--- config.mk ---
export PLATFORM = sky130hd
export DESIGN_NAME = muldiv_unit
export DESIGN_NICKNAME = d
export VERILOG_FILES = /design/src/rtl/muldiv_unit.sv
export SDC_FILE = /design/constraint.sdc
export NUM_CORES = 1
export LEC_CHECK = 0
export ABC_AREA = 1
export BUFFER_PORTS_ARGS = -buffer_cell sky130_fd_sc_hd__buf_2
export CAP_MARGIN = 30
export CORE_ASPECT_RATIO = 1.75
export CORE_MARGIN = 1
export CORE_UTILIZATION = 40
export CTS_BUF_LIST = sky130_fd_sc_hd__clkbuf_8 sky130_fd_sc_hd__clkbuf_16
export DETAILED_ROUTE_END_ITERATION = 6
export HOLD_SLACK_MARGIN = 0.03
export PLACE_DENSITY_LB_ADDON = 0.3
export SETUP_SLACK_MARGIN = 0.3
export SYNTH_ARGS = -nofsm -noshare
export SYNTH_HDL_FRONTEND = slang
export SYNTH_SLANG_ARGS = --single-unit
export TNS_END_PERCENT = 5
--- constraint.sdc ---
create_clock -name clk -period 2.41 [get_ports clk]
set_input_delay 0.241 -clock clk [delete_from_list [all_inputs] [get_ports clk]]
set_output_delay 0.241 -clock clk [all_outputs]
set_load 0.1 [all_outputs]
--- src/rtl/muldiv_unit.sv ---
// muldiv_unit: iterative RV32M/RV64M multiply/divide unit.
//
// Multiply is shift-add on operand magnitudes into a 2*XLEN product,
// divide is restoring division; both take XLEN iterations, followed by one
// sign-fix cycle. Divide-by-zero and signed overflow finish at the accept edge.
//
// Optional build macro: MULDIV_OPCACHE_EN keeps the last full product (or
// quotient/remainder pair) with its operand tag, so a matching follow-up op
// (e.g. MULH after MUL, REM after DIV) completes at the accept edge.
//
// Ports:
//   clk, rst_n      clock, async active-low reset
//   flush           synchronous abort, highest priority, returns to IDLE
//   in_valid/ready  request handshake (ready only in IDLE)
//   funct3          RV M-extension operation select
//   op_a, op_b      rs1 / rs2 values
//   out_valid/ready result handshake (valid only in DONE)
//   result          selected result, held stable in DONE
module muldiv_unit #(
  parameter int XLEN = 32
) (
  input  logic            clk,
  input  logic            rst_n,
  input  logic            flush,
  input  logic            in_valid,
  output logic            in_ready,
  input  logic [2:0]      funct3,
  input  logic [XLEN-1:0] op_a,
  input  logic [XLEN-1:0] op_b,
  output logic            out_valid,
  input  logic            out_ready,
  output logic [XLEN-1:0] result
);

  localparam int CW = $clog2(XLEN);

  typedef enum logic [1:0] {IDLE, CALC, FIX, DONE} state_t;

  state_t            state, state_nxt;
  logic [CW-1:0]     cnt;
  logic [2:0]        f3;
  logic              neg_a, neg_b;
  logic [XLEN-1:0]   bsrc;       // multiplicand / divisor magnitude
  logic [2*XLEN-1:0] prod;       // mul: {hi,lo} product; div: {rem, quotient/dividend}

  // ---------------- accept-time decode ----------------
  logic            is_div_in, sgn_a_in, sgn_b_in, neg_a_in, neg_b_in;
  logic [XLEN-1:0] abs_a_in, abs_b_in;
  logic            b_zero, ovf, special;
  logic [XLEN-1:0] spec_quo, spec_rem, spec_res;

  always_comb begin
    is_div_in = funct3[2];
    // a signed: MUL, MULH, MULHSU, DIV, REM; b signed: MUL, MULH, DIV, REM
    sgn_a_in  = (funct3 == 3'b000) || (funct3 == 3'b001) || (funct3 == 3'b010) ||
                (funct3 == 3'b100) || (funct3 == 3'b110);
    sgn_b_in  = (funct3 == 3'b000) || (funct3 == 3'b001) ||
                (funct3 == 3'b100) || (funct3 == 3'b110);
    neg_a_in  = sgn_a_in & op_a[XLEN-1];
    neg_b_in  = sgn_b_in & op_b[XLEN-1];
    abs_a_in  = neg_a_in ? -op_a : op_a;
    abs_b_in  = neg_b_in ? -op_b : op_b;
    b_zero    = (op_b == '0);
    ovf       = is_div_in & sgn_b_in & (op_a == {1'b1, {(XLEN-1){1'b0}}}) & (op_b == '1);
    special   = is_div_in & (b_zero | ovf);
    spec_quo  = b_zero ? '1 : op_a;
    spec_rem  = b_zero ? op_a : '0;
    spec_res  = funct3[1] ? spec_rem : spec_quo;
  end

  // ---------------- iteration step ----------------
  logic [XLEN:0]     mul_sum, div_sh, div_diff;
  logic [2*XLEN-1:0] step_nxt;

  always_comb begin
    mul_sum  = {1'b0, prod[2*XLEN-1:XLEN]} + (prod[0] ? {1'b0, bsrc} : '0);
    div_sh   = {prod[2*XLEN-1:XLEN], prod[XLEN-1]};
    div_diff = div_sh - {1'b0, bsrc};
    if (f3[2]) begin
      // restoring: bit XLEN of the difference is the borrow
      if (div_diff[XLEN]) step_nxt = {div_sh[XLEN-1:0], prod[XLEN-2:0], 1'b0};
      else                step_nxt = {div_diff[XLEN-1:0], prod[XLEN-2:0], 1'b1};
    end else begin
      step_nxt = {mul_sum, prod[XLEN-1:1]};
    end
  end

  // ---------------- sign fix and result select ----------------
  logic [2*XLEN-1:0] prod_s, fix_cache;
  logic [XLEN-1:0]   quo_s, rem_s, fix_res;

  always_comb begin
    prod_s = (neg_a ^ neg_b) ? -prod : prod;
    quo_s  = (neg_a ^ neg_b) ? -prod[XLEN-1:0] : prod[XLEN-1:0];
    rem_s  = neg_a ? -prod[2*XLEN-1:XLEN] : prod[2*XLEN-1:XLEN];
    if (f3[2]) begin
      fix_res   = f3[1] ? rem_s : quo_s;
      fix_cache = {rem_s, quo_s};
    end else begin
      fix_res   = (f3 == 3'b000) ? prod_s[XLEN-1:0] : prod_s[2*XLEN-1:XLEN];
      fix_cache = prod_s;
    end
  end

  // ---------------- optional operand cache ----------------
  logic            hit;
  logic [XLEN-1:0] cache_sel;

`ifdef MULDIV_OPCACHE_EN
  logic              c_valid, c_sa, c_sb, c_div;
  logic [XLEN-1:0]   c_a, c_b;
  logic [2*XLEN-1:0] c_data;

  always_comb begin
    hit = c_valid && (c_a == op_a) && (c_b == op_b) && (c_sa == sgn_a_in) &&
          (c_sb == sgn_b_in) && (c_div == is_div_in);
    if (is_div_in) cache_sel = funct3[1] ? c_data[2*XLEN-1:XLEN] : c_data[XLEN-1:0];
    else           cache_sel = (funct3 == 3'b000) ? c_data[XLEN-1:0] : c_data[2*XLEN-1:XLEN];
  end

  // Tag is captured at accept with valid cleared; FIX fills data and sets valid.
  always_ff @(posedge clk or negedge rst_n) begin
    if (!rst_n) begin
      c_valid <= 1'b0;
      c_sa    <= 1'b0;
      c_sb    <= 1'b0;
      c_div   <= 1'b0;
      c_a     <= '0;
      c_b     <= '0;
      c_data  <= '0;
    end else if (flush) begin
      c_valid <= 1'b0;
    end else if (state == IDLE && in_valid) begin
      if (special || !hit) begin
        c_a     <= op_a;
        c_b     <= op_b;
        c_sa    <= sgn_a_in;
        c_sb    <= sgn_b_in;
        c_div   <= is_div_in;
        c_valid <= special;
        if (special) c_data <= {spec_rem, spec_quo};
      end
    end else if (state == FIX) begin
      c_data  <= fix_cache;
      c_valid <= 1'b1;
    end
  end
`else
  always_comb begin
    hit       = 1'b0;
    cache_sel = '0;
  end
`endif

  // ---------------- FSM ----------------
  always_ff @(posedge clk or negedge rst_n) begin
    if (!rst_n) state <= IDLE;
    else        state <= state_nxt;
  end

  always_comb begin
    state_nxt = state;
    in_ready  = (state == IDLE);
    out_valid = (state == DONE);
    case (state)
      IDLE: if (in_valid) state_nxt = (special || hit) ? DONE : CALC;
      CALC: if (cnt == CW'(XLEN-1)) state_nxt = FIX;
      FIX:  state_nxt = DONE;
      DONE: if (out_ready) state_nxt = IDLE;
      default: state_nxt = IDLE;
    endcase
    if (flush) state_nxt = IDLE;
  end

  // ---------------- datapath ----------------
  always_ff @(posedge clk or negedge rst_n) begin
    if (!rst_n) begin
      cnt    <= '0;
      f3     <= '0;
      neg_a  <= 1'b0;
      neg_b  <= 1'b0;
      bsrc   <= '0;
      prod   <= '0;
      result <= '0;
    end else if (!flush) begin
      case (state)
        IDLE: if (in_valid) begin
          f3    <= funct3;
          neg_a <= neg_a_in;
          neg_b <= neg_b_in;
          bsrc  <= abs_b_in;
          prod  <= {{XLEN{1'b0}}, abs_a_in};
          cnt   <= '0;
          if (special)  result <= spec_res;
          else if (hit) result <= cache_sel;
        end
        CALC: begin
          prod <= step_nxt;
          cnt  <= cnt + 1'b1;
        end
        FIX:  result <= fix_res;
        default: ;
      endcase
    end
  end

endmodule

After elaboration in Yosys (flattened, before gate mapping)
Cells that the tools add are included.
{"block": "totals", "input_bits": 72, "out_inout_bits": 34, "elab_cells": 83, "register_bits": 140}
{"block": "op_classes", "bitwise": 9, "reduce_logical": 16, "eq_ne": 15, "muxes": 27, "n_addsub": 8}
{"cell": "32-bit two-way mux", "count": 13}
{"cell": "64-bit two-way mux", "count": 4}
{"cell": "32-bit negator", "count": 4}
{"cell": "64-bit case mux with 2 select lines", "count": 1}
{"cell": "32-bit equality test, second input constant", "count": 2}
{"cell": "64-bit negator", "count": 1}
{"cell": "32-bit case mux with 2 select lines", "count": 1}
{"cell": "32-bit by 32-bit adder with 33-bit output", "count": 1}
{"cell": "33-bit by 32-bit subtractor with 33-bit output", "count": 1}
{"cell": "32-bit logical NOT", "count": 1}
{"cell": "2-bit two-way mux", "count": 5}
{"cell": "5-bit case mux with 2 select lines", "count": 1}
{"cell": "3-bit AND reduction", "count": 3}
{"cell": "2-bit case mux with 4 select lines", "count": 1}
{"cell": "1-bit AND", "count": 6}
{"cell": "3-bit equality test, second input constant", "count": 2}
{"cell": "3-bit logical NOT", "count": 2}
{"cell": "1-bit logical OR", "count": 6}
{"cell": "3-bit inequality test, second input constant", "count": 2}
{"cell": "5-bit by 1-bit adder with 5-bit output, second input constant", "count": 1}
{"cell": "5-bit equality test, second input constant", "count": 1}
{"cell": "5-bit two-way mux", "count": 1}
{"cell": "2-bit equality test, second input constant", "count": 2}
{"cell": "4-bit AND reduction", "count": 1}
{"cell": "11 further kinds", "count": 12}

Longest topological paths before layout
Gate-level depths: netlist of run 1.
{"block": "logic_depth", "depth_word": 13, "depth_mapped": 22}

Least setup slack after synthesis of run 1
No wires, ideal clock.
{"block": "synth_path", "kind": "register to register", "from": "register state[0]", "to": "register prod[0]", "path_buffers": 1, "arrival_time_ns": 2.660, "synth_period_minus_slack_ns": 2.747, "setup_slack_ns": -0.337, "stages_incl_launch_ff": 12, "required_time_ns": 2.323, "path_cell_list": "dfrtp_1 > inv_1 > ha_1 > inv_1 > a211oi_4 > inv_2 > nor2_1 > buf_2 > inv_2 > a21oi_1 > o21ai_1 > o211ai_1"}
{"block": "synth_via", "elab_chain_cells": 3, "elab_cells_between_ends": 6, "classes_between": "eq/ne (2); mux (1); reduce/logical (3)"}
{"item": "from (decl)", "line_no": "39", "source": "state_t state, state_nxt;"}
{"item": "from (signal assigned)", "line_no": "158", "source": "else state <= state_nxt;"}
{"item": "2-bit logical NOT (*)"}
{"item": "named net in_ready", "line_no": "26", "source": "output logic in_ready,"}
{"item": "2-bit inequality test (no line) or 2-bit nonzero test (tied branches)"}
{"item": "3-bit AND reduction (no line)"}
{"item": "to (signal assigned)", "line_no": "192", "source": "prod <= {{XLEN{1'b0}}, abs_a_in};"}
{"item": "to (signal assigned)", "line_no": "198", "source": "prod <= step_nxt;"}
{"item": "to (decl)", "line_no": "44", "source": "logic [2*XLEN-1:0] prod;"}
Mark *: on every way through the listed nets, which the timed path passes. The rest lies on a longest branch.
A chain may end at the register's enable or synchronous reset.

Worst setup path after layout of run 1
{"block": "layout_path", "from": "register prod[0]", "to": "register prod[55]"}
{"block": "layout_via", "elab_chain_cells": 4}
{"item": "32-bit two-way mux", "line_no": "76", "source": "mul_sum = {1'b0, prod[2*XLEN-1:XLEN]} + (prod[0] ? {1'b0, bsrc} : '0);"}
{"item": "32-bit by 32-bit adder with 33-bit output", "line_no": "76"}
{"item": "64-bit two-way mux", "line_no": "79", "source": "if (f3[2]) begin"}
{"item": "64-bit case mux with 2 select lines", "line_no": "186", "source": "case (state)"}
Every way passes these cells.

==> run_summary.xml, run 1 <==
<?xml version="1.0" encoding="UTF-8"?>
<metrics>
  <group name="worst_setup_path">
    <metric name="worstSetupEndpointType" unit="">flip-flop</metric>
    <metric name="crit_path_max_incr_delay" unit="ns">0.49</metric>
    <metric name="worst-endpoint-required" unit="ns">2.76</metric>
    <metric name="critical_path.most_common_cell" unit="">nand2_1</metric>
    <metric name="cp_max_fo" unit="">5</metric>
    <metric name="timing.critical_path.slowest_stage_cell" unit="">dfrtp_2</metric>
    <metric name="cp.arrival" unit="ns">2.86</metric>
    <metric name="worstSetupPathType" unit="">flip-flop to flip-flop</metric>
    <metric name="path_cells" unit="">buf_12, nand2_4, inv_2, ha_4, inv_2, fa_2, inv_2, nand3_2, nand3_4, nand2_1, nand2_4, nand3_2, nand4_1, nand3_1, nand2_1, inv_1, nand2_1, nand2_1</metric>
    <metric name="setup.worst_path.start_class" unit="">flip-flop</metric>
  </group>
  <group name="route">
    <metric name="num_vias" unit="">25000</metric>
    <metric name="routedWlPerCell" unit="um">21.7</metric>
    <metric name="initialDrtViolationCount" unit="">1828</metric>
    <metric name="routed_wirelength" unit="um">99600</metric>
    <metric name="firstDrtPassIters" unit="">6</metric>
    <metric name="post-route-drc-count" unit="">0</metric>
    <metric name="route.antenna.remaining_nets" unit="">0</metric>
    <metric name="vias_per_cell" unit="">5.45</metric>
  </group>
  <group name="synthesis">
    <metric name="synth-async-reset-ratio" unit="%">100</metric>
    <metric name="syn-instance-count" unit="">3594</metric>
    <metric name="synth.avg_cell_area" unit="um2">5.31</metric>
    <metric name="synth_area_leader_cell" unit="">nand2_1</metric>
    <metric name="synth_ff_type" unit="">dfrtp_1</metric>
    <metric name="post_synth_main_area_contributors" unit="">nand2_1, dfrtp_1, inv_1</metric>
    <metric name="yosysSeqAreaShare" unit="%">18.4</metric>
    <metric name="ys_types" unit="">52</metric>
    <metric name="synth.yosys.warnings" unit="">0</metric>
    <metric name="synth_enable_flop_cells" unit="">0</metric>
    <metric name="synthesis.nets" unit="">3743</metric>
    <metric name="netlist_area" unit="um2">19100</metric>
    <metric name="netlist.area_leader.share" unit="%">27.0</metric>
    <metric name="yosys_register_bits" unit="">140</metric>
  </group>
  <group name="global_route">
    <metric name="grt_max_degree" unit="">84</metric>
    <metric name="grt_pass1_wl" unit="um">146000</metric>
    <metric name="globalRoute.totalOverflow" unit="">0</metric>
    <metric name="via_count_of_the_first_global_routing_pass" unit="">24900</metric>
    <metric name="grtUsageTotal" unit="%">40.6</metric>
    <metric name="antenna_violations_before_repair" unit="">2</metric>
  </group>
  <group name="timing">
    <metric name="report.final.slew_viol_count" unit="">0</metric>
    <metric name="tightest_slew" unit="ns">0.649</metric>
    <metric name="report.final.hold_viol_count" unit="">0</metric>
    <metric name="total_negative_setup_slacks" unit="ns">-1.17</metric>
    <metric name="setup_viol_count_final" unit="">24</metric>
    <metric name="finalCritPeriodShare" unit="%">104</metric>
    <metric name="final_ws_setup" unit="ns">-0.103</metric>
    <metric name="timing.fmax" unit="MHz">398</metric>
    <metric name="rsz0062_at_grt" unit="">true</metric>
    <metric name="layout_min_cycle_time" unit="ns">2.51</metric>
    <metric name="finalClockSkew" unit="ns">0.0169</metric>
    <metric name="timing.slew.headroom" unit="%">56.7</metric>
  </group>
  <group name="floorplanning">
    <metric name="initial_core_util" unit="%">40.6</metric>
    <metric name="die-height" unit="um">291</metric>
    <metric name="die_x" unit="um">167</metric>
    <metric name="floorplan.core_area" unit="um2">47000</metric>
    <metric name="io_pins" unit="">106</metric>
    <metric name="design.die.area" unit="um2">48600</metric>
    <metric name="num_rows" unit="">105</metric>
  </group>
  <group name="final_layout">
    <metric name="layout-area-overhead-vs-synth" unit="%">33.0</metric>
    <metric name="multi_input_area" unit="um2">14600</metric>
    <metric name="final_design_area_no_fill" unit="um2">25400</metric>
    <metric name="layout.cells.most_common_list" unit="">nand2_1, inv_1, buf_4</metric>
    <metric name="utilization" unit="%">54.0</metric>
    <metric name="seq_area" unit="um2">3520</metric>
    <metric name="final_nets" unit="">4137</metric>
    <metric name="layout.filler_cells" unit="">4966</metric>
    <metric name="fraction_of_final_layout_cells_sized_beyond_drive_strength_1" unit="%">23.0</metric>
    <metric name="mostFrequentLayoutCell" unit="">nand2_1</metric>
  </group>
  <group name="placement">
    <metric name="detailed_place.area" unit="um2">22800</metric>
    <metric name="globalplace.congestion" unit="">1.03</metric>
    <metric name="preCtsSetupSlack" unit="ns">-0.219</metric>
    <metric name="post-dp-hpwl" unit="um">78000</metric>
    <metric name="port_buffers" unit="">105</metric>
  </group>
  <group name="run_status">
    <metric name="failing_checks" unit="">negative setup slack</metric>
    <metric name="outcome" unit="">complete, but fails checks</metric>
  </group>
  <group name="cts">
    <metric name="cts_sinks" unit="">140</metric>
    <metric name="cts_tree" unit="">done</metric>
    <metric name="ctsLongestPathBuffers" unit="">2</metric>
    <metric name="cts_buffers" unit="">17</metric>
    <metric name="root_buffer" unit="">clkbuf_16</metric>
    <metric name="clk-insertion-delay-late" unit="ns">0.47</metric>
    <metric name="worst_setup_hold_path_clk_slew" unit="ns">0.07</metric>
    <metric name="level_count_of_the_clock_h_tree" unit="">4</metric>
  </group>
  <group name="power">
    <metric name="static-leakage-power" unit="uW">0.0140</metric>
    <metric name="combPwrFrac" unit="%">81.4</metric>
    <metric name="share_clk_of_total_power" unit="%">7.5</metric>
    <metric name="p_int" unit="uW">16400</metric>
    <metric name="p_per_area" unit="nW/um2">1550</metric>
    <metric name="switching_power" unit="uW">23100</metric>
    <metric name="swShare" unit="%">58.5</metric>
    <metric name="vdd.ir_drop.worst" unit="mV">1.15</metric>
    <metric name="seqPwrFrac" unit="%">11.2</metric>
  </group>
  <group name="job">
    <metric name="max_cap_violations" unit="">0</metric>
  </group>
  <group name="hold_path">
    <metric name="worstHoldPathType" unit="">input pin to flip-flop</metric>
  </group>
</metrics>
==> registers in the layout (all words and copies together) (netlist names) <==
register,count
result,32
neg_b,1
bsrc,32
state,2
f3,3
cnt,5
prod,64
neg_a,1
==> through the flow <==
stage | total power (uW) | cells | hold WS [ns]
finish | 39500 | 4590 | 0.106
detailed placement | 32200 | 4524 | 0.241
global placement | 32100 | 4524 | 0.237
floorplan | 21300 | 3594 | -0.0546
global route | 42200 | 4590 | 0.124
CTS | 36600 | 4565 | 0.0804
==> cell families (layout without fill, tap and decap cells) <==
family / count (synthesis) / count (layout) / synth area share (%)
buffers and inverters: 667 / 1074 / 13.7
adders and majority gates: 77 / 77 / 5.13
DFF: 140 / 140 / 18.4
AOI/OAI and AO/OA: 400 / 400 / 11.3
muxes: 2 / 2 / 0.105
xor gates and xnor gates: 58 / 58 / 2.66
other: 0 / 1 / 0
and+or+nand+nor: 2250 / 2250 / 48.8
==> worst max-delay path, delay by kind of cell, from the launching register on <==
family	cells	cell delay (ns)
and+or+nand+nor	11	0.96
DFF	1	0.49
buffers and inverters	5	0.41
adders and majority gates	2	0.52
==> cell type report <==
class	instances	share of cell area, %
timing repair buffer	503	15.4
clock buffer	22	1.95
antenna	1	0.00986
inverter	539	8.01
sequential	140	13.9
tap	588	2.90
multi-input combinational	2787	57.3
clock inverter	10	0.537
==> cell usage after synthesis, types with 2 or more instances <==
master / n
a22o_1: 2
dfrtp_1: 140
xor2_1: 40
inv_1: 519
and3_1: 2
o21a_1: 3
nand4_1: 52
a21o_1: 3
buf_2: 30
mux2i_1: 2
or2_2: 7
o31ai_1: 2
o21ai_2: 2
nor2_1: 355
o21ai_0: 179
fa_1: 2
nand2_2: 10
nor4_1: 7
buf_6: 8
and2_1: 6
o211ai_1: 10
clkinv_1: 4
a22oi_1: 6
nand2_1: 1372
a221oi_1: 2
nor2_4: 4
ha_1: 75
buf_4: 3
a21oi_1: 144
nor3_1: 24
xnor2_1: 18
a21boi_1: 2
nand3b_1: 3
clkbuf_1: 73
o22ai_1: 2
o21ai_1: 21
nand3_1: 378
nand3_2: 2
o21bai_1: 10
a31oi_1: 8
buf_1: 14
nor2_2: 24
inv_2: 15
==> final timing paths <==
check                      depth (start not counted)  slack (ns)       start          to
max reg2reg                                       18       -0.10     prod[0]    prod[55]
min reg2reg                                        2        0.48  result[22]  result[22]
min                                                4        0.11    op_a[29]    prod[29]
max                                               18       -0.10     prod[0]    prod[55]
max in group asynchronous                          3        1.32       rst_n   result[1]
min in group asynchronous                          2        0.30       rst_n    state[0]
==> layer usage <==
layer	global-route usage, %	share of wire [%]	vias up
met5	0	0.013	-
met4	47.0	14	2
met3	7.91	5.4	566
met2	72.2	49	1101
met1	35.7	32	11300
li1	-	-	12100
==> power groups by stage <==
stage          clock [uW]  combinational [uW]  sequential [uW]
2_1_floorplan           0               15900             5410
3_3_place_gp            0               27800             4310
3_5_place_dp            0               27900             4300
4_1_cts              2980               29400             4290
5_1_grt              3040               34700             4450
6_report             2950               32100             4400
==> timing repair <==
action	CTS	global route
endpoints found under the hold margin	46	0
cloned	2	7
pin swaps	35	57
buffers inserted	6	17
endpoints found under the setup margin	77	84
hold buffers	1	0
resized for setup	183	233
Power figures use the tool's default switching activity.
==> run 2: changes to the inputs <==
- CORE_ASPECT_RATIO: 1.75 -> default
==> run_summary.xml, run 2 (synthesized netlist as in run 1, its figures left out) <==
<?xml version="1.0" encoding="UTF-8"?>
<metrics>
  <group name="run_status">
    <metric name="outcome" unit="">complete, but fails checks</metric>
    <metric name="failing_checks" unit="">design-rule violations, negative setup slack</metric>
  </group>
  <group name="timing">
    <metric name="rsz0062_at_grt" unit="">true</metric>
    <metric name="timing.fmax" unit="MHz">397</metric>
    <metric name="finalCritPeriodShare" unit="%">105</metric>
    <metric name="report.final.hold_viol_count" unit="">0</metric>
    <metric name="timing.slew.headroom" unit="%">52.1</metric>
    <metric name="setup_viol_count_final" unit="">23</metric>
    <metric name="tightest_slew" unit="ns">0.718</metric>
    <metric name="final_ws_setup" unit="ns">-0.111</metric>
    <metric name="layout_min_cycle_time" unit="ns">2.52</metric>
    <metric name="finalClockSkew" unit="ns">0.0224</metric>
    <metric name="report.final.slew_viol_count" unit="">0</metric>
  </group>
  <group name="floorplanning">
    <metric name="initial_core_util" unit="%">40.7</metric>
    <metric name="die-height" unit="um">220</metric>
    <metric name="design.die.area" unit="um2">48600</metric>
    <metric name="die_x" unit="um">220</metric>
    <metric name="num_rows" unit="">79</metric>
    <metric name="floorplan.core_area" unit="um2">46900</metric>
    <metric name="io_pins" unit="">106</metric>
  </group>
  <group name="cts">
    <metric name="cts_tree" unit="">done</metric>
    <metric name="cts_buffers" unit="">17</metric>
    <metric name="cts_sinks" unit="">140</metric>
    <metric name="ctsLongestPathBuffers" unit="">2</metric>
    <metric name="clk-insertion-delay-late" unit="ns">0.47</metric>
    <metric name="worst_setup_hold_path_clk_slew" unit="ns">0.07</metric>
    <metric name="level_count_of_the_clock_h_tree" unit="">4</metric>
    <metric name="root_buffer" unit="">clkbuf_16</metric>
  </group>
  <group name="final_layout">
    <metric name="largest_register_ff_count" unit="">64</metric>
    <metric name="fraction_of_final_layout_cells_sized_beyond_drive_strength_1" unit="%">24.8</metric>
    <metric name="seq_area" unit="um2">3530</metric>
    <metric name="largest_registers" unit="">prod (64), bsrc (32), result (32)</metric>
    <metric name="final_cell_count_no_fill" unit="">4543</metric>
    <metric name="multi_input_area" unit="um2">15000</metric>
    <metric name="layout-area-overhead-vs-synth" unit="%">33.0</metric>
    <metric name="final_nets" unit="">4069</metric>
    <metric name="most_flops_register" unit="">prod</metric>
    <metric name="layout.filler_cells" unit="">4708</metric>
    <metric name="final_design_area_no_fill" unit="um2">25400</metric>
    <metric name="layout.cells.most_common_list" unit="">nand2_1, inv_1, nand3_1</metric>
    <metric name="mostFrequentLayoutCell" unit="">nand2_1</metric>
  </group>
  <group name="route">
    <metric name="num_vias" unit="">25000</metric>
    <metric name="post-route-drc-count" unit="">2</metric>
    <metric name="vias_per_cell" unit="">5.50</metric>
    <metric name="route.antenna.remaining_nets" unit="">0</metric>
    <metric name="initialDrtViolationCount" unit="">2833</metric>
    <metric name="firstDrtPassIters" unit="">7</metric>
    <metric name="routed_wirelength" unit="um">84800</metric>
    <metric name="routedWlPerCell" unit="um">18.7</metric>
  </group>
  <group name="worst_setup_path">
    <metric name="crit_path_start" unit="">prod[0]</metric>
    <metric name="rr_endpoint" unit="">prod[57]</metric>
    <metric name="worst-r2r-setup-slack" unit="ns">-0.11</metric>
    <metric name="crit-reg2reg-launch" unit="">prod[0]</metric>
    <metric name="setup.worst_path.start_class" unit="">flip-flop</metric>
    <metric name="worstSetupPathType" unit="">flip-flop to flip-flop</metric>
    <metric name="cp.arrival" unit="ns">2.86</metric>
    <metric name="worst-endpoint-required" unit="ns">2.75</metric>
    <metric name="worstSetupEndpointType" unit="">flip-flop</metric>
    <metric name="worst-r2r-cell-count" unit="">16</metric>
    <metric name="cp_max_fo" unit="">5</metric>
  </group>
  <group name="hold_path">
    <metric name="min_delay_path_depth" unit="">3</metric>
    <metric name="worstHoldPathType" unit="">input pin to flip-flop</metric>
    <metric name="hold_start" unit="">funct3[0]</metric>
    <metric name="min_to" unit="">f3[0]</metric>
  </group>
  <group name="global_route">
    <metric name="grt_max_degree" unit="">71</metric>
    <metric name="grtUsageTotal" unit="%">34.7</metric>
    <metric name="globalRoute.totalOverflow" unit="">0</metric>
    <metric name="antenna_violations_before_repair" unit="">3</metric>
    <metric name="grt_pass1_wl" unit="um">128000</metric>
    <metric name="via_count_of_the_first_global_routing_pass" unit="">22500</metric>
  </group>
  <group name="placement">
    <metric name="port_buffers" unit="">105</metric>
    <metric name="detailed_place.area" unit="um2">22200</metric>
    <metric name="place.detailed.instances" unit="">4470</metric>
    <metric name="post-dp-hpwl" unit="um">65600</metric>
    <metric name="globalplace.congestion" unit="">1.10</metric>
  </group>
  <group name="power">
    <metric name="static-leakage-power" unit="uW">0.0138</metric>
    <metric name="vdd.ir_drop.worst" unit="mV">1.49</metric>
    <metric name="post-layout-total-power" unit="uW">38500</metric>
    <metric name="p_per_area" unit="nW/um2">1520</metric>
  </group>
  <group name="job">
    <metric name="max_cap_violations" unit="">0</metric>
  </group>
</metrics>
[run 2: changes by cell type in the layout (fill, tap and decap cells not counted), moves of 14 or more]
cell,before,now
buf_4,357,283
nand2_1,1249,1211
nand2_2,102,138
inv_1,500,476
inv_2,32,56
nand3_1,344,329
nand3_2,28,43
ha_4,31,45
[run 2: how the worst max path moves through the flow]
| stage | endpoint | slack [ns] | depth (start not counted) |
|---|---|---|---|
| after global routing | prod[61] | -0.16 | 16 |
| after global placement | prod[58] | -0.25 | 16 |
| final | prod[57] | -0.11 | 16 |
| after detailed placement | prod[58] | -0.22 | 16 |
| after CTS | prod[53] | -0.001 | 20 |
| after floorplan | prod[61] | 0.16 | 20 |
[run 2: per-layer routing]
layer | global-route usage [%] | part of all wire, % | routed length (um) | vias to the layer above
met2 | 49.3 | 41 | 34400 | 1423
met3 | 8.82 | 12 | 10500 | 259
met1 | 48.9 | 42 | 35700 | 11400
met4 | 15.3 | 5.0 | 4230 | 0
met5 | 0 | 0 | 0 | -
li1 | - | - | - | 11900
[run 2: critical path, stage by stage (launching register included)]
cell and delay (ns):
dfrtp_2 0.47, buf_12 0.17, buf_16 0.14, nand2_1 0.08, inv_1 0.07, ha_4 0.31
inv_1 0.07, nor3_2 0.32, nand3_2 0.09, nand4_1 0.20, nand2_2 0.10, nand3_2 0.08
nand3_2 0.08, nand2_2 0.07, inv_1 0.05, nand2_1 0.05, nand2_1 0.05
[run 2: repair_timing]
| action | 4_1_cts | 5_1_grt |
|---|---|---|
| gates cloned | 3 | 1 |
| gates resized for setup | 381 | 172 |
| setup buffers | 24 | 9 |
| pin swaps | 153 | 108 |
| hold buffers | 1 | 0 |
| endpoints found under the hold margin | 36 | 0 |
| endpoints found under the setup margin | 64 | 73 |
[run 2: where the power goes]
group | internal (uW) | leakage, uW | switching (uW)
Clock | 1620 | 0.000290 | 1160
Sequential | 3350 | 0.00175 | 1290
Combinational | 11000 | 0.0118 | 20100
[run 2: cell type report]
| type | instances | area share [%] |
|---|---|---|
| multi-input cells | 2787 | 59.3 |
| clock inverters | 15 | 0.690 |
| well taps | 607 | 2.99 |
| repair buffers | 435 | 13.4 |
| diodes | 3 | 0.0296 |
| clock buffers | 17 | 1.68 |
| flip-flops and latches | 140 | 13.9 |
| inverters | 539 | 8.01 |
[run 2: per-stage QoR]
step | hold WS (ns) | utilization, % | setup TNS [ns] | worst slack (ns)
6_report | 0.0812 | 54.2 | -0.919 | -0.111
5_1_grt | 0.0867 | 54.2 | -3.82 | -0.160
4_1_cts | 0.0643 | 52.6 | -0.00284 | -0.00113
3_5_place_dp | 0.176 | 47.4 | -1.45 | -0.216
3_3_place_gp | 0.174 | 47.4 | -1.25 | -0.254
2_1_floorplan | -0.0546 | - | 0 | 0.161
